## src/rtl/ef_i2s_pkg.sv

```systemverilog
// Shared frame-format constants and state encoding for the multi-slot audio serial receiver.
package ef_i2s_pkg;

   typedef logic [1:0] frame_mode_t;

   localparam frame_mode_t I2S_MODE_I2S = 2'b00;
   localparam frame_mode_t I2S_MODE_LJ  = 2'b01;
   localparam frame_mode_t I2S_MODE_TDM = 2'b10;

   typedef enum logic {
      ST_IDLE = 1'b0,
      ST_RUN  = 1'b1
   } rx_state_t;

endpackage

```

## src/rtl/ef_i2s_sck_gen.sv

```systemverilog
// Serial clock generator: prescaled SCK with one-cycle strobes on the cycle before each rise/fall.
module ef_i2s_sck_gen
   import ef_i2s_pkg::*;
#(
   parameter int PRE_W = 8
) (
   input  logic             clk,
   input  logic             rst,
   input  logic             load,
   input  logic             run,
   input  logic             stop,
   input  logic [PRE_W-1:0] prescaler,
   output logic             sck,
   output logic             rise_tick,
   output logic             fall_tick
);

   logic [PRE_W-1:0] cnt_r;
   logic             sck_r;
   logic             tick_s;

   assign tick_s    = run && (cnt_r == {PRE_W{1'b0}});
   assign rise_tick = tick_s && !sck_r;
   assign fall_tick = tick_s && sck_r;
   assign sck       = sck_r;

   // Half-period down-counter and SCK toggle register.
   always_ff @(posedge clk or posedge rst) begin
      if (rst) begin
         cnt_r <= {PRE_W{1'b0}};
         sck_r <= 1'b0;
      end else if (load) begin
         cnt_r <= prescaler;
         sck_r <= 1'b0;
      end else if (stop) begin
         cnt_r <= {PRE_W{1'b0}};
         sck_r <= 1'b0;
      end else if (tick_s) begin
         cnt_r <= prescaler;
         sck_r <= ~sck_r;
      end else if (run) begin
         cnt_r <= cnt_r - {{(PRE_W-1){1'b0}}, 1'b1};
      end
   end

endmodule

```

## src/rtl/ef_i2s_tdm_rx.sv

```systemverilog
// Multi-slot I2S / left-justified / TDM receiver and bus master with a valid/ready sample output.
module ef_i2s_tdm_rx
   import ef_i2s_pkg::*;
#(
   parameter int SLOTS   = 2,
   parameter int SLOT_W  = 32,
   parameter int PRE_W   = 8,
   parameter int SLOT_IW = $clog2(SLOTS)
) (
   input  logic               clk,
   input  logic               rst,
   input  logic               en,
   input  logic [PRE_W-1:0]   sck_prescaler,
   input  logic [1:0]         frame_mode,
   input  logic [5:0]         sample_size,
   input  logic               sign_extend,
   input  logic [SLOTS-1:0]   slot_mask,
   output logic               sck,
   output logic               ws,
   input  logic               sdi,
   output logic               m_valid,
   input  logic               m_ready,
   output logic [31:0]        m_data,
   output logic [SLOT_IW-1:0] m_slot,
   output logic               overrun,
   input  logic               overrun_clr
);

   localparam int            FRAME     = SLOTS * SLOT_W;
   localparam int            FW        = $clog2(FRAME);
   localparam logic [FW-1:0] LAST_BIT  = FW'(FRAME - 1);
   localparam logic [FW-1:0] HALF_BIT  = FW'(FRAME / 2);
   localparam logic [FW-1:0] SLOT_W_F  = FW'(SLOT_W);
   localparam logic [FW-1:0] SLOT_LAST = FW'(SLOT_W - 1);
   localparam logic [FW-1:0] ONE_F     = FW'(1);
   localparam logic [5:0]    SLOT_W6   = 6'(SLOT_W);

   rx_state_t           state_r, state_nx_s;
   logic                load_s, run_s, stop_s, rise_s, fall_s;
   logic [FW-1:0]       bit_ctr_r, bit_nx_s, d_s;
   logic                ws_r, primed_r;
   frame_mode_t         mode_r;
   logic [5:0]          ss_r, ss_eff_s;
   logic [SLOT_W-2:0]   sr_r;
   logic [SLOT_W-1:0]   slot_word_s;
   logic [31:0]         slot32_s, word_s;
   logic [SLOT_IW-1:0]  slot_i_s;
   logic                complete_s, emit_s, load_out_s, drop_s;
   logic                m_valid_r, overrun_r;
   logic [31:0]         m_data_r;
   logic [SLOT_IW-1:0]  m_slot_r;

   function automatic logic ws_of(input frame_mode_t mode, input logic [FW-1:0] b);
      logic w;
      case (mode)
         I2S_MODE_I2S, I2S_MODE_LJ: w = (b >= HALF_BIT);
         default:                   w = (b == {FW{1'b0}});
      endcase
      return w;
   endfunction

   assign load_s = (state_r == ST_IDLE) && en;
   assign run_s  = (state_r == ST_RUN) && en;
   assign stop_s = (state_r == ST_RUN) && !en;

   ef_i2s_sck_gen #(.PRE_W(PRE_W)) u_sck_gen (
      .clk       (clk),
      .rst       (rst),
      .load      (load_s),
      .run       (run_s),
      .stop      (stop_s),
      .prescaler (sck_prescaler),
      .sck       (sck),
      .rise_tick (rise_s),
      .fall_tick (fall_s)
   );

   // Run-state register.
   always_ff @(posedge clk or posedge rst) begin
      if (rst) state_r <= ST_IDLE;
      else     state_r <= state_nx_s;
   end

   // Next-state decode.
   always_comb begin
      state_nx_s = state_r;
      case (state_r)
         ST_IDLE: if (en) state_nx_s = ST_RUN;  else state_nx_s = ST_IDLE;
         ST_RUN:  if (en) state_nx_s = ST_RUN;  else state_nx_s = ST_IDLE;
         default: state_nx_s = ST_IDLE;
      endcase
   end

   // Data-bit position (I2S lags ws by one bit), slot completion and word formatting.
   always_comb begin
      bit_nx_s = bit_ctr_r;
      d_s      = bit_ctr_r;
      ss_eff_s = sample_size;
      if (bit_ctr_r == LAST_BIT) bit_nx_s = {FW{1'b0}};
      else                       bit_nx_s = bit_ctr_r + ONE_F;
      if (mode_r != I2S_MODE_I2S)          d_s = bit_ctr_r;
      else if (bit_ctr_r == {FW{1'b0}})    d_s = LAST_BIT;
      else                                 d_s = bit_ctr_r - ONE_F;
      if ((sample_size == 6'd0) || (sample_size > SLOT_W6)) ss_eff_s = SLOT_W6;
      else                                                  ss_eff_s = sample_size;
      slot_i_s    = SLOT_IW'(d_s / SLOT_W_F);
      complete_s  = rise_s && ((d_s % SLOT_W_F) == SLOT_LAST);
      slot_word_s = {sr_r, sdi};
      slot32_s    = 32'(slot_word_s) >> (SLOT_W6 - ss_r);
      if (sign_extend && slot_word_s[SLOT_W-1]) word_s = slot32_s | (32'hFFFF_FFFF << ss_r);
      else                                      word_s = slot32_s;
      emit_s     = complete_s && !((mode_r == I2S_MODE_I2S) && !primed_r) && slot_mask[slot_i_s];
      load_out_s = emit_s && (!m_valid_r || m_ready);
      drop_s     = emit_s && m_valid_r && !m_ready;
   end

   // Bit counter, word select, shifter and per-run configuration capture.
   always_ff @(posedge clk or posedge rst) begin
      if (rst) begin
         bit_ctr_r <= {FW{1'b0}};
         ws_r      <= 1'b0;
         sr_r      <= {(SLOT_W-1){1'b0}};
         primed_r  <= 1'b0;
         mode_r    <= I2S_MODE_I2S;
         ss_r      <= 6'd0;
      end else if (load_s) begin
         bit_ctr_r <= {FW{1'b0}};
         ws_r      <= ws_of(frame_mode, {FW{1'b0}});
         primed_r  <= 1'b0;
         mode_r    <= frame_mode;
         ss_r      <= ss_eff_s;
      end else if (stop_s) begin
         bit_ctr_r <= {FW{1'b0}};
         ws_r      <= 1'b0;
      end else begin
         if (rise_s)     sr_r     <= slot_word_s[SLOT_W-2:0];
         if (complete_s) primed_r <= 1'b1;
         if (fall_s) begin
            bit_ctr_r <= bit_nx_s;
            ws_r      <= ws_of(mode_r, bit_nx_s);
         end
      end
   end

   // Output stream register and sticky overrun flag; a new set beats a clear.
   always_ff @(posedge clk or posedge rst) begin
      if (rst) begin
         m_valid_r <= 1'b0;
         m_data_r  <= 32'd0;
         m_slot_r  <= {SLOT_IW{1'b0}};
         overrun_r <= 1'b0;
      end else begin
         if (load_out_s) begin
            m_valid_r <= 1'b1;
            m_data_r  <= word_s;
            m_slot_r  <= slot_i_s;
         end else if (m_ready) begin
            m_valid_r <= 1'b0;
         end
         if (drop_s)           overrun_r <= 1'b1;
         else if (overrun_clr) overrun_r <= 1'b0;
      end
   end

   assign ws      = ws_r;
   assign m_valid = m_valid_r;
   assign m_data  = m_data_r;
   assign m_slot  = m_slot_r;
   assign overrun = overrun_r;

endmodule

```

## config.mk

```make
export PLATFORM = sky130hd
export DESIGN_NAME = ef_i2s_tdm_rx
export DESIGN_NICKNAME = d
export VERILOG_FILES = /design/src/rtl/ef_i2s_pkg.sv /design/src/rtl/ef_i2s_sck_gen.sv /design/src/rtl/ef_i2s_tdm_rx.sv
export SDC_FILE = /design/constraint.sdc
export NUM_CORES = 1
export LEC_CHECK = 0
export CORE_UTILIZATION = 40
export DETAILED_ROUTE_END_ITERATION = 8
export GPL_ROUTABILITY_DRIVEN = 0
export PLACE_DENSITY = 0.72
export SYNTH_ARGS = -nofsm -noshare
export SYNTH_HDL_FRONTEND = slang
export SYNTH_SLANG_ARGS = --single-unit
```

## constraint.sdc

```tcl
create_clock -name clk -period 3.4 [get_ports clk]
set_input_delay 0.34 -clock clk [delete_from_list [all_inputs] [get_ports clk]]
set_output_delay 0.34 -clock clk [all_outputs]
set_load 0.005 [all_outputs]
```

# Yosys cells after proc, flatten, opt, wreduce, memory -nomap -nowiden
# Index checks and enable logic that the tools add are counted.
# W data, S select, Z words.
totals:
  regBits: 92
  out_inout_bits: 37
  word_cells: 101
  in_bits: 25
op_classes:
  n_bitwise: 5
  n_addsub: 4
  n_mux: 30
  eq_ne: 5
  order_cmp: 3
  shifts: 2
  n_reduce_logical: 39
ops:
  columns: ["cell", "count"]
  rows:
  - ["$mux W6", 7]
  - ["$mux W32", 1]
  - ["$mux W8", 4]
  - ["$or A32 B32 Y32", 1]
  - ["$shl A32 B6 Y32 const A", 1]
  - ["$shr A32 B6 Y32", 1]
  - ["$logic_not A6 Y1", 3]
  - ["$mux W1", 18]
  - ["$logic_and A1 B1 Y1", 14]
  - ["$logic_not A8 Y1", 1]
  - ["$reduce_bool A2 Y1", 4]
  - ["$sub A8 B1 Y8 const B", 1]
  - ["$add A6 B1 Y6 const B", 1]
  - ["$eq A6 B6 Y1 const B", 1]
  - ["$ge A6 B6 Y1 const B", 1]
  - ["$gt A6 B6 Y1 const B", 1]
  - ["$logic_not A1 Y1", 6]
  - ["$reduce_bool A3 Y1", 2]
  - ["$sub A6 B1 Y6 const B", 1]
  - ["$sub A6 B6 Y6 const A", 1]
  - ["$eq A5 B5 Y1 const B", 1]
  - ["$eq A2 B1 Y1 const B", 2]
  - ["$logic_not A2 Y1", 2]
  - ["$not A1 Y1", 4]
  - ["other kinds (7)", 9]

# Depth between registers and ports, before layout
# Gate-level depths: netlist (run 1).
logic_depth:
  depth_word: 10
  mapped_depth: 15
  depth_no_buf: 9

# Hierarchy
# Synthesis (run 1) repeated with hierarchy kept, for this count alone.
hier_totals:
  hier_cells: 702
  hier_area_um2: 6613.8
modules_own_cells:
  columns: ["mod", "instances", "area_each_um2", "cells_each", "seq_area_each_um2"]
  rows:
  - ["ef_i2s_tdm_rx", 1, 5883.1, 616, 2077.0]
  - ["ef_i2s_sck_gen", 1, 730.7, 86, 225.2]

# Worst setup path after synthesis (run 1)
# Ideal clock, no wire load.
synth_path:
  kind: "flip-flop to flip-flop"
  startpoint: "reg ss_r[0]"
  endpoint: "reg m_data_r[5], in the netlist m_data[5]"
  synth_period_minus_slack_ns: 3.533
  arrival_time_ns: 3.408
  setup_ns: 0.125
  t_required_ns: 3.275
  slack_ns: -0.133
  path_buffers: 6
  path_stages_with_launch: 16
  path_cell_list: "dfrtp_1 buf_4 buf_2 inv_1 ha_1 ha_1 buf_2 buf_2 buf_2 buf_2 mux4_2 a21oi_1 a21oi_1 a221oi_1 o21ai_0 mux2_4"
synth_between:
  elab_chain_len: 4
  word_cells_on_any_way: 5
  classes_between: "1 x add/sub; 2 x shift; 1 x mux; 1 x bitwise"
synth_lines:
  columns: ["item", "line_no", "source"]
  rows:
  - ["from (decl)", "ef_i2s_tdm_rx.sv:43", "logic [5:0] ss_r, ss_eff_s;"]
  - ["from (signal assigned)", "ef_i2s_tdm_rx.sv:131", "ss_r <= ss_eff_s;"]
  - ["$sub A6 B6 Y6", "ef_i2s_tdm_rx.sv:109", "slot32_s = 32'(slot_word_s) >> (SLOT_W6 - ss_r);"]
  - ["$shr A32 B6 Y32", "ef_i2s_tdm_rx.sv:109", null]
  - ["$or A32 B32 Y32", "ef_i2s_tdm_rx.sv:110", "if (sign_extend && slot_word_s[SLOT_W-1]) word_s = slot32_s | (32'hFFFF_FFFF << ss_r);"]
  - ["$mux W32 (*)", "ef_i2s_tdm_rx.sv:110", null]
  - ["to (signal assigned)", "ef_i2s_tdm_rx.sv:155", "m_data_r <= word_s;"]
  - ["to (decl)", "ef_i2s_tdm_rx.sv:50", "logic [31:0] m_data_r;"]
# Every way passes the cells marked *; elsewhere a longest branch is shown, timed or not.
# A chain may end at the register's enable or synchronous reset.

# Final worst setup path (run 1)
layout_path:
  startpoint: "reg bit_ctr_r[0]"
  endpoint: "reg m_data_r[11], in the netlist m_data[11]"
layout_between:
  elab_chain_len: 8
  word_cells_on_any_way: 11
  classes_between: "1 x add/sub; 1 x eq/ne; 4 x mux; 5 x reduce/logical"
layout_lines:
  columns: ["item", "line_no", "source"]
  rows:
  - ["from (decl)", "ef_i2s_tdm_rx.sv:40", "logic [FW-1:0] bit_ctr_r, bit_nx_s, d_s;"]
  - ["from (signal assigned)", "ef_i2s_tdm_rx.sv:120", "bit_ctr_r <= {FW{1'b0}};"]
  - ["from (signal assigned)", "ef_i2s_tdm_rx.sv:127", "bit_ctr_r <= {FW{1'b0}};"]
  - ["from (signal assigned)", "ef_i2s_tdm_rx.sv:133", "bit_ctr_r <= {FW{1'b0}};"]
  - ["$sub A6 B1 Y6 or $logic_not A6 Y1 (tied branches)", "ef_i2s_tdm_rx.sv:103, ef_i2s_tdm_rx.sv:102", null]
  - ["$mux W6", "ef_i2s_tdm_rx.sv:102", "else if (bit_ctr_r == {FW{1'b0}}) d_s = LAST_BIT;"]
  - ["$mux W6 (*)", "ef_i2s_tdm_rx.sv:101", "if (mode_r != I2S_MODE_I2S) d_s = bit_ctr_r;"]
  - ["$eq A5 B5 Y1", "ef_i2s_tdm_rx.sv:107", "complete_s = rise_s && ((d_s % SLOT_W_F) == SLOT_LAST);"]
  - ["$logic_and A1 B1 Y1", "ef_i2s_tdm_rx.sv:107", null]
  - ["$logic_and A1 B1 Y1", "ef_i2s_tdm_rx.sv:112", "emit_s = complete_s && !((mode_r == I2S_MODE_I2S) && !primed_r) && slot_mask[slot_i_s];"]
  - ["$logic_and A1 B1 Y1 (*)", "ef_i2s_tdm_rx.sv:112", null]
  - ["$logic_and A1 B1 Y1 (*)", "ef_i2s_tdm_rx.sv:113", "load_out_s = emit_s && (!m_valid_r || m_ready);"]
# Every way passes the cells marked *; elsewhere a longest branch is shown, timed or not. The select of a mux whose other input is x is not followed.

==> impl_metrics.py, run 1 <==
metrics = {
    "outcome": {
        "run_status": "finished, violations left",
        "violations": "design-rule violations",
    },
    "routing": {
        "detail_route.iter0.violations": 453,
        "dr.pass1.iters": 8,
        "drc": 2,
        "wl_per_cell_um": 17.6,
        "vias_per_cell": 5.94,
        "wl_mm": 16.3,
        "ant_nets": 0,
        "vias": 5486,
    },
    "critical_path": {
        "cp-endpoint": "m_data[11]$_DFFE_PP0P_",
        "setup.worst_path.start": "bit_ctr_r[0]$_DFFE_PP0P_",
        "cp-end-kind": "register",
        "startpoint_type": "register",
        "worst-path-buf-inv": 2,
        "timing.rr.end": "m_data[11]$_DFFE_PP0P_",
        "slowest_stage": "or4b_2",
        "worst-path-stages": 8,
        "rr_worst_depth": 8,
        "max_stage_delay_ps": 720,
        "worstPathRequired_ps": 3640,
        "arrival_ps": 3340,
        "critPathTopFamily": "simple AND/OR/NAND/NOR gates",
        "cp_cell_sequence": "inv_1 -> ha_1 -> or4b_1 -> o22ai_1 -> o311ai_1 -> or4b_2 -> buf_12 -> mux2_4",
        "path_class": "reg -> reg",
        "r2r_slack_ps": 300,
        "critPathMaxFanout": 44,
        "r2r-start": "bit_ctr_r[0]$_DFFE_PP0P_",
    },
    "synthesis": {
        "ys.flop_type": "dfrtp_1",
        "syn_inst": 654,
        "yosysUniqueCellTypes": 71,
        "ys_seq_area_frac": 0.341,
        "synthTopCellsByCount": "dfrtp_1, mux2_2, nand2_1",
        "ys_top_cells_by_area": "dfrtp_1, mux4_2, mux2_2, mux2_4, o21ai_0",
        "syn-cell-area_um2": 6750,
        "syn_area_per_cell_um2": 10.3,
        "syn_nets": 692,
        "synth_edf_count": 0,
        "synthArstFlopShare": 1.00,
        "synth-seq-cells": 92,
        "synth-warning-count": 0,
        "synth_top_area_frac": 0.341,
        "yosysMostFrequentCell": "dfrtp_1",
        "yosysTopAreaCell": "dfrtp_1",
    },
    "power_and_ir_drop": {
        "p_int_uw": 2180,
        "finalPower_uw": 3330,
        "switching_power_uw": 1140,
        "leakage_uw": 0.00337,
        "vdd_drop_max_mv": 0.311,
        "switching_share": 0.343,
        "p_comb_frac": 0.320,
        "power_density_nw_per_um2": 422,
        "seqPwrFrac": 0.385,
        "p_clk_frac": 0.295,
    },
    "cts": {
        "clk-insertion-delay-late_ps": 360,
        "cts_buffer_depth": 2,
        "cts_sinks": 92,
        "ctsResizeCount": 0,
        "cts-root-buf": "clkbuf_16",
        "path_clk_slew_ps": 60,
        "post_cts_buffers": 0,
        "cts_hold_buf": 0,
        "cts_inserted_buffers": 9,
        "cts_tree": "yes",
        "htree_levels": 3,
    },
    "floorplan": {
        "coreArea_um2": 16500,
        "io_pins": 62,
        "fp.dieArea_um2": 17400,
        "fp.dieH_um": 132,
        "dieWidth_um": 132,
        "rows": 47,
        "start_util": 0.408,
    },
    "cells_and_area": {
        "syn_to_final_growth_pct": 17.0,
        "drive_above_1_share": 0.241,
        "fin_nets": 737,
        "antenna_cells": 0,
    },
    "grt": {
        "grt_max_degree": 48,
        "gr-total-overflow": 0,
        "antenna_found_initial": 0,
        "grtUsageTotal": 0.193,
        "grt_pass1_wl_mm": 27.0,
        "grt_pass1_vias": 5102,
    },
    "timing": {
        "slew_headroom": 0.228,
        "max_freq_mhz": 323,
        "drv_slew": 0,
        "setup_violations": 0,
        "period_minus_slack_ps": 3100,
        "final.setup.worst_slack_ps": 300,
        "rsz0062_at_grt": "no",
        "setup_tns_ps": 0,
        "fin_worst_skew_ps": 10.7,
        "period_share": 0.912,
        "worstMarginPinSlew_ps": 1150,
        "hold_violations": 0,
    },
    "placement": {
        "dp_hpwl_mm": 12.0,
        "numPortBuffers": 61,
        "dp_slack_ps": 293,
    },
    "job": {
        "drv_cap": 0,
    },
    "min_path": {
        "hold_class": "in -> async",
    },
}
## through the flow
| step | cell area [um2] | utilization | hold WS [ps] | std cells |
|---|---|---|---|---|
| after detailed placement | 7600 | 0.460 | 478 | 908 |
| after floorplan | 6750 | - | 371 | 654 |
| after global routing | 7890 | 0.477 | 505 | 924 |
| final | 7890 | 0.477 | 438 | 924 |
| after global placement | 7600 | 0.460 | 477 | 908 |
| after CTS | 7890 | 0.477 | 480 | 924 |
## worst min-delay path by stage
stage                    startpoint              endpoint
2_1_floorplan                    en     state_r$_DFF_PP0_
3_3_place_gp   primed_r$_DFFE_PP0P_  primed_r$_DFFE_PP0P_
3_5_place_dp   primed_r$_DFFE_PP0P_  primed_r$_DFFE_PP0P_
4_1_cts                         rst   sr_r[9]$_DFFE_PP0P_
5_1_grt        primed_r$_DFFE_PP0P_  primed_r$_DFFE_PP0P_
6_report                        rst   sr_r[9]$_DFFE_PP0P_
## layer usage
layer  vias up  part of all wire  global-route usage  wire (um)
met3        41             0.068              0.0358       1110
met2       230              0.45               0.285       7340
li1       2559                 -                   -          -
met4         0             0.033              0.0833        542
met5         -                 0                   0          0
met1      2656              0.45               0.275       7280
## worst reg2reg max path, cell delays in order, from the launching register on
cell and delay [ps]:
dfrtp_1 510, inv_1 180, ha_1 220, or4b_1 440
o22ai_1 150, o311ai_1 170, or4b_2 720, buf_12 230
mux2_4 360
## power by group through the flow
| stage | Sequential (uW) | Clock [uW] | Combinational [uW] |
|---|---|---|---|
| 2_1_floorplan | 1240 | 0 | 840 |
| 3_3_place_gp | 1300 | 0 | 1040 |
| 3_5_place_dp | 1300 | 0 | 1050 |
| 4_1_cts | 1280 | 1000 | 1060 |
| 5_1_grt | 1290 | 1050 | 1170 |
| 6_report | 1280 | 980 | 1070 |
## layout by cell type, fill, tap and decap left out, types with 8 or more instances in the layout
cell / instances
nor3_1: 15
o21ai_0: 49
a21oi_1: 45
nor2_1: 34
mux2_2: 54
inv_1: 30
nand3_1: 9
ha_1: 11
mux2i_1: 22
a31oi_1: 8
o22ai_1: 12
dfrtp_1: 92
mux4_2: 34
mux2_4: 18
buf_4: 23
nand2_1: 50
clkdlybuf4s50_1: 61
clkbuf_16: 9
## registers in the layout (all words and copies together), names as in the netlist
name,flops
bit_ctr_r,6
m_data,32
m_slot,1
m_valid,1
mode_r,2
overrun,1
primed_r,1
sr_r,31
ss_r,6
state_r,1
u_sck_gen.cnt_r,8
u_sck_gen.sck,1
ws,1
## cell families after synthesis
family / synth area share
AOI/OAI and AO/OA: 0.180
xor gates and xnor gates: 0.00390
adders and majority gates: 0.0241
buffers and inverters: 0.0568
DFF: 0.341
muxes: 0.283
and+or+nand+nor: 0.111
## final cells by class
| type | instances | area (um2) |
|---|---|---|
| repair buffers | 86 | 823 |
| well taps | 220 | 275 |
| clock buffers | 11 | 233 |
| flip-flops and latches | 92 | 2300 |
| multi-input cells | 477 | 4080 |
| fillers | 1516 | 8630 |
| clock inverters | 5 | 52.6 |
| inverters | 33 | 125 |
Note: power is estimated with default switching activity, not from simulation.
==> run 2, diff against run 1 <==
--- a/config.mk
+++ b/config.mk
@@ -5,10 +5,12 @@
 export SDC_FILE = /design/constraint.sdc
 export NUM_CORES = 1
 export LEC_CHECK = 0
-export CORE_UTILIZATION = 40
+export CELL_PAD_IN_SITES_DETAIL_PLACEMENT = 0
+export CELL_PAD_IN_SITES_GLOBAL_PLACEMENT = 2
+export CORE_UTILIZATION = 35
 export DETAILED_ROUTE_END_ITERATION = 8
 export GPL_ROUTABILITY_DRIVEN = 0
-export PLACE_DENSITY = 0.72
+export PLACE_DENSITY = 0.89
 export SYNTH_ARGS = -nofsm -noshare
 export SYNTH_HDL_FRONTEND = slang
 export SYNTH_SLANG_ARGS = --single-unit
==> run 2 against run 1 <==
First-iteration DRC count rose by 0.22%. Wire length rose by 12%. Worst setup slack got worse by 68 ps. Largest power group unchanged. Worst hold slack got worse by 8.1 ps. Sequential power barely moved. Sequential share of layout area fell by 0.19 points. Die area rose by 14%. Via count rose by 0.64%. Critical path depth rose by 1. Global-route usage fell by 0.31 points. Count of clock-buffer cells in the layout rose by 2. Highest routed layer unchanged. The run now ends clean.
==> impl_metrics.py, run 2 (synthesized netlist as in run 1, its figures left out) <==
metrics = {
    "routing": {
        "wl_per_cell_um": 19.3,
        "vias_per_cell": 5.87,
        "wl_mm": 18.2,
        "detail_route.iter0.violations": 454,
        "ant_nets": 0,
        "vias": 5521,
        "dr.pass1.iters": 5,
        "drc": 0,
    },
    "power_and_ir_drop": {
        "leakage_uw": 0.00339,
        "vdd_drop_max_mv": 0.224,
        "power_density_nw_per_um2": 429,
    },
    "critical_path": {
        "path_class": "reg -> reg",
        "arrival_ps": 3400,
        "cp_cell_sequence": "inv_1 -> ha_1 -> or4b_1 -> o22ai_1 -> o311ai_1 -> or4b_2 -> buf_12 -> a221oi_1 -> a21oi_1",
        "slowest_stage": "or4b_2",
        "critPathTopFamily": "simple AND/OR/NAND/NOR gates",
        "critPathMaxFanout": 44,
        "worst-path-buf-inv": 2,
        "setup.worst_path.start": "bit_ctr_r[0]$_DFFE_PP0P_",
        "max_stage_delay_ps": 720,
        "cp-end-kind": "register",
        "worstPathRequired_ps": 3630,
        "r2r-start": "bit_ctr_r[0]$_DFFE_PP0P_",
        "startpoint_type": "register",
    },
    "min_path": {
        "hold_class": "in -> async",
    },
    "timing": {
        "period_share": 0.932,
        "worstMarginPinSlew_ps": 1070,
        "max_freq_mhz": 316,
        "setup_violations": 0,
        "setup_tns_ps": 0,
        "fin_worst_skew_ps": 10.7,
        "drv_slew": 0,
        "slew_headroom": 0.281,
        "hold_violations": 0,
        "period_minus_slack_ps": 3170,
        "rsz0062_at_grt": "no",
    },
    "floorplan": {
        "coreArea_um2": 18800,
        "start_util": 0.359,
        "rows": 50,
        "fp.dieArea_um2": 19800,
        "dieWidth_um": 141,
        "fp.dieH_um": 141,
        "io_pins": 62,
    },
    "grt": {
        "grt_pass1_wl_mm": 29.6,
        "grt_pass1_vias": 5409,
        "grtUsageMet3": 0.0248,
        "use_met1": 0.264,
        "grtUsageTotal": 0.190,
        "gr-total-overflow": 0,
        "grt_max_degree": 50,
        "top_usage_layer": "met2",
        "antenna_found_initial": 0,
        "met2_usage": 0.292,
    },
    "cells_and_area": {
        "drive_above_1_share": 0.243,
        "largest_reg_flops": 32,
        "final_common_cell": "dfrtp_1",
        "antenna_cells": 0,
        "syn_to_final_growth_pct": 17.7,
        "fin_nets": 740,
        "final_cell_mix": "dfrtp_1, clkdlybuf4s50_1, mux2_2, nand2_1, o21ai_0",
        "layoutNonFillerInstCount": 941,
    },
    "cts": {
        "cts_hold_buf": 0,
        "cts-root-buf": "clkbuf_16",
        "post_cts_buffers": 0,
        "path_clk_slew_ps": 70,
        "cts_buffer_depth": 2,
        "cts_inserted_buffers": 9,
        "cts_tree": "yes",
        "htree_levels": 3,
        "cts_sinks": 92,
        "ctsResizeCount": 0,
        "clk-insertion-delay-late_ps": 350,
    },
    "job": {
        "drv_cap": 0,
    },
    "placement": {
        "dp_hpwl_mm": 13.5,
        "numPortBuffers": 61,
        "dp_cells": 925,
    },
    "outcome": {
        "run_status": "completed",
    },
}
[run 2: cell count changes in the layout (fill, tap and decap cells not counted)]
cell / delta
buf_4: +3
clkbuf_1: +1
clkbuf_8: +1
clkinv_2: -3
clkinv_4: +1
[run 2: worst register-to-register path, stage by stage, from the launching register on]
cell and delay [ps]:
dfrtp_1 530, inv_1 200, ha_1 230, or4b_1 440, o22ai_1 120, o311ai_1 210, or4b_2 720, buf_12 230
a221oi_1 300, a21oi_1 70
[run 2: final timing paths]
path / slack (ps) / depth (start not counted) / to
worst max-delay path: 230 / 9 / m_data[19]$_DFFE_PP0P_
worst min-delay path: 430 / 2 / sr_r[9]$_DFFE_PP0P_
worst max register to register: 230 / 9 / m_data[19]$_DFFE_PP0P_
worst min register to register: 490 / 1 / m_data[25]$_DFFE_PP0P_
max in group asynchronous: 2250 / 3 / m_slot$_DFFE_PP0P_
min in group clk: 490 / 1 / m_data[25]$_DFFE_PP0P_
[run 2: per-layer routing]
metal,wire [um],share of wire
met1,8420,0.46
met2,8460,0.47
met3,818,0.045
met4,485,0.027
met5,0,0
[run 2: layout make-up]
| class | instances | area, um2 |
|---|---|---|
| flip-flops and latches | 92 | 2300 |
| clock inverters | 3 | 46.3 |
| clock buffers | 13 | 250 |
| multi-input cells | 477 | 4080 |
| repair buffers | 89 | 846 |
| fillers | 1782 | 10800 |
| inverters | 33 | 125 |
| well taps | 234 | 293 |
[run 2: per-stage QoR]
stage          setup WS [ps]   util  hold WS [ps]  instance area, um2  power (uW)
6_report                 232  0.423           430                7940        3410
5_1_grt                 43.7  0.423           517                7940        3590
4_1_cts                  268  0.423           469                7940        3430
3_5_place_dp             262  0.407           484                7640        2390
3_3_place_gp             353  0.407           474                7640        2350
2_1_floorplan           34.8      -           371                6750        2080
[run 2: where the power goes]
group / internal [uW] / leakage, uW / switching (uW) / total [uW]
Clock: 593 / 0.000140 / 433 / 1030
Sequential: 1170 / 0.00120 / 118 / 1280
Combinational: 461 / 0.00205 / 635 / 1100
Total: 2220 / 0.00339 / 1190 / 3410
==> run 3, diff against run 2 <==
--- a/config.mk
+++ b/config.mk
@@ -10,7 +10,9 @@
 export CORE_UTILIZATION = 35
 export DETAILED_ROUTE_END_ITERATION = 8
 export GPL_ROUTABILITY_DRIVEN = 0
+export MAX_ROUTING_LAYER = met4
 export PLACE_DENSITY = 0.89
+export SLEW_MARGIN = 20
 export SYNTH_ARGS = -nofsm -noshare
 export SYNTH_HDL_FRONTEND = slang
 export SYNTH_SLANG_ARGS = --single-unit
==> run 3 against run 2 <==
Utilization about the same. Register-to-register slack about the same. Count of clock-buffer cells in the layout unchanged. Die area unchanged. Final cell count unchanged. Combinational power about the same. Clock skew about the same. Worst hold slack worse by 4.1 ps. Non-clock buffer count unchanged. Sequential power about the same. Flip-flop and latch count unchanged.
==> impl_metrics.py, run 3 (synthesized netlist as in run 1, its figures left out) <==
metrics = {
    "critical_path": {
        "r2r-start": "bit_ctr_r[0]$_DFFE_PP0P_",
        "worst-path-buf-inv": 2,
        "max_stage_delay_ps": 720,
        "arrival_ps": 3400,
        "cp_cell_sequence": "inv_1 -> ha_1 -> or4b_1 -> o22ai_1 -> o311ai_1 -> or4b_2 -> buf_12 -> a221oi_1 -> a21oi_1",
        "setup.worst_path.start": "bit_ctr_r[0]$_DFFE_PP0P_",
        "critPathTopFamily": "simple AND/OR/NAND/NOR gates",
        "worstPathRequired_ps": 3630,
        "cp-end-kind": "register",
        "path_class": "reg -> reg",
        "slowest_stage": "or4b_2",
        "startpoint_type": "register",
        "critPathMaxFanout": 44,
    },
    "routing": {
        "detail_route.iter0.violations": 397,
        "dr.pass1.iters": 5,
        "wl_mm": 18.2,
        "ant_nets": 0,
        "drc": 0,
        "vias": 5572,
        "vias_per_cell": 5.92,
        "wl_per_cell_um": 19.4,
    },
    "placement": {
        "numPortBuffers": 61,
        "dp_hpwl_mm": 13.5,
        "dp_cells": 925,
    },
    "cells_and_area": {
        "antenna_cells": 0,
        "final_common_cell": "dfrtp_1",
        "syn_to_final_growth_pct": 17.9,
        "fin_nets": 740,
        "nFillCells": 1782,
        "largest_reg_flops": 32,
        "final_cell_mix": "dfrtp_1, clkdlybuf4s50_1, mux2_2, nand2_1, o21ai_0",
        "layoutNonFillerInstCount": 941,
        "drive_above_1_share": 0.243,
    },
    "timing": {
        "slew_headroom": 0.468,
        "period_minus_slack_ps": 3170,
        "worstMarginPinSlew_ps": 799,
        "setup_violations": 0,
        "setup_tns_ps": 0,
        "hold_violations": 0,
        "period_share": 0.931,
        "drv_slew": 0,
        "max_freq_mhz": 316,
        "rsz0062_at_grt": "no",
        "fin_worst_skew_ps": 10.3,
    },
    "cts": {
        "ctsResizeCount": 0,
        "cts_hold_buf": 0,
        "cts_inserted_buffers": 9,
        "clk-insertion-delay-late_ps": 350,
        "post_cts_buffers": 0,
        "path_clk_slew_ps": 70,
        "cts-root-buf": "clkbuf_16",
        "cts_sinks": 92,
        "cts_buffer_depth": 2,
        "htree_levels": 3,
        "cts_tree": "yes",
    },
    "floorplan": {
        "io_pins": 62,
        "coreArea_um2": 18800,
        "rows": 50,
        "fp.dieH_um": 141,
        "dieWidth_um": 141,
        "start_util": 0.359,
        "fp.dieArea_um2": 19800,
    },
    "min_path": {
        "hold_class": "in -> async",
    },
    "grt": {
        "grt_max_degree": 50,
        "grt_pass1_vias": 5393,
        "antenna_found_initial": 0,
        "gr-total-overflow": 0,
        "grtUsageTotal": 0.195,
        "grt_pass1_wl_mm": 29.6,
    },
    "power_and_ir_drop": {
        "vdd_drop_max_mv": 0.225,
        "finalPower_uw": 3420,
        "leakage_uw": 0.00339,
        "power_density_nw_per_um2": 430,
    },
    "job": {
        "drv_cap": 0,
    },
    "outcome": {
        "run_status": "completed",
    },
}
==> run 3: cell type report <==
type                    instances  area (um2)  share of cell area
well taps                     234         293              0.0368
inverters                      33         125              0.0157
clock inverters                 3        46.3             0.00582
multi-input cells             477        4090               0.514
repair buffers                 89         846               0.106
clock buffers                  13         250              0.0315
flip-flops and latches         92        2300               0.290
==> run 3: through the flow <==
step | setup WS (ps) | util | hold slack (ps) | area (um2)
6_report | 233 | 0.424 | 426 | 7950
5_1_grt | 43.7 | 0.424 | 517 | 7950
4_1_cts | 268 | 0.423 | 469 | 7940
3_5_place_dp | 262 | 0.407 | 484 | 7640
3_3_place_gp | 353 | 0.407 | 474 | 7640
2_1_floorplan | 34.8 | - | 371 | 6750
==> run 3: worst paths after layout <==
path	to	slack [ps]	depth (start not counted)
min in group clk	m_data[25]$_DFFE_PP0P_	490	1
worst max-delay path	m_data[19]$_DFFE_PP0P_	230	9
worst min register to register	m_data[25]$_DFFE_PP0P_	490	1
worst min-delay path	sr_r[9]$_DFFE_PP0P_	430	2
max in group asynchronous	m_slot$_DFFE_PP0P_	2260	3
worst max register to register	m_data[19]$_DFFE_PP0P_	230	9
==> run 3: report_power, final <==
part / internal (uW) / switching (uW) / leakage (uW)
Sequential: 1170 / 118 / 0.00120
Combinational: 462 / 642 / 0.00205
Clock: 593 / 435 / 0.000140
Total: 2220 / 1200 / 0.00339
==> run 3: layer usage <==
layer / track usage / wire (um) / part of all wire / vias to the layer above
li1: - / - / - / 2570
met2: 0.291 / 8510 / 0.47 / 212
met1: 0.266 / 8440 / 0.46 / 2753
met5: - / 0 / 0 / -
met4: 0.0904 / 511 / 0.028 / 0
met3: 0.0231 / 781 / 0.043 / 37
==> run 3: worst register-to-register path: cells and delay by family, from the launching register on <==
kind / cells / cell delay [ps]
AOI/OAI and AO/OA: 4 / 700
buffers and inverters: 2 / 430
DFF: 1 / 530
and+or+nand+nor: 2 / 1160
adders and majority gates: 1 / 230
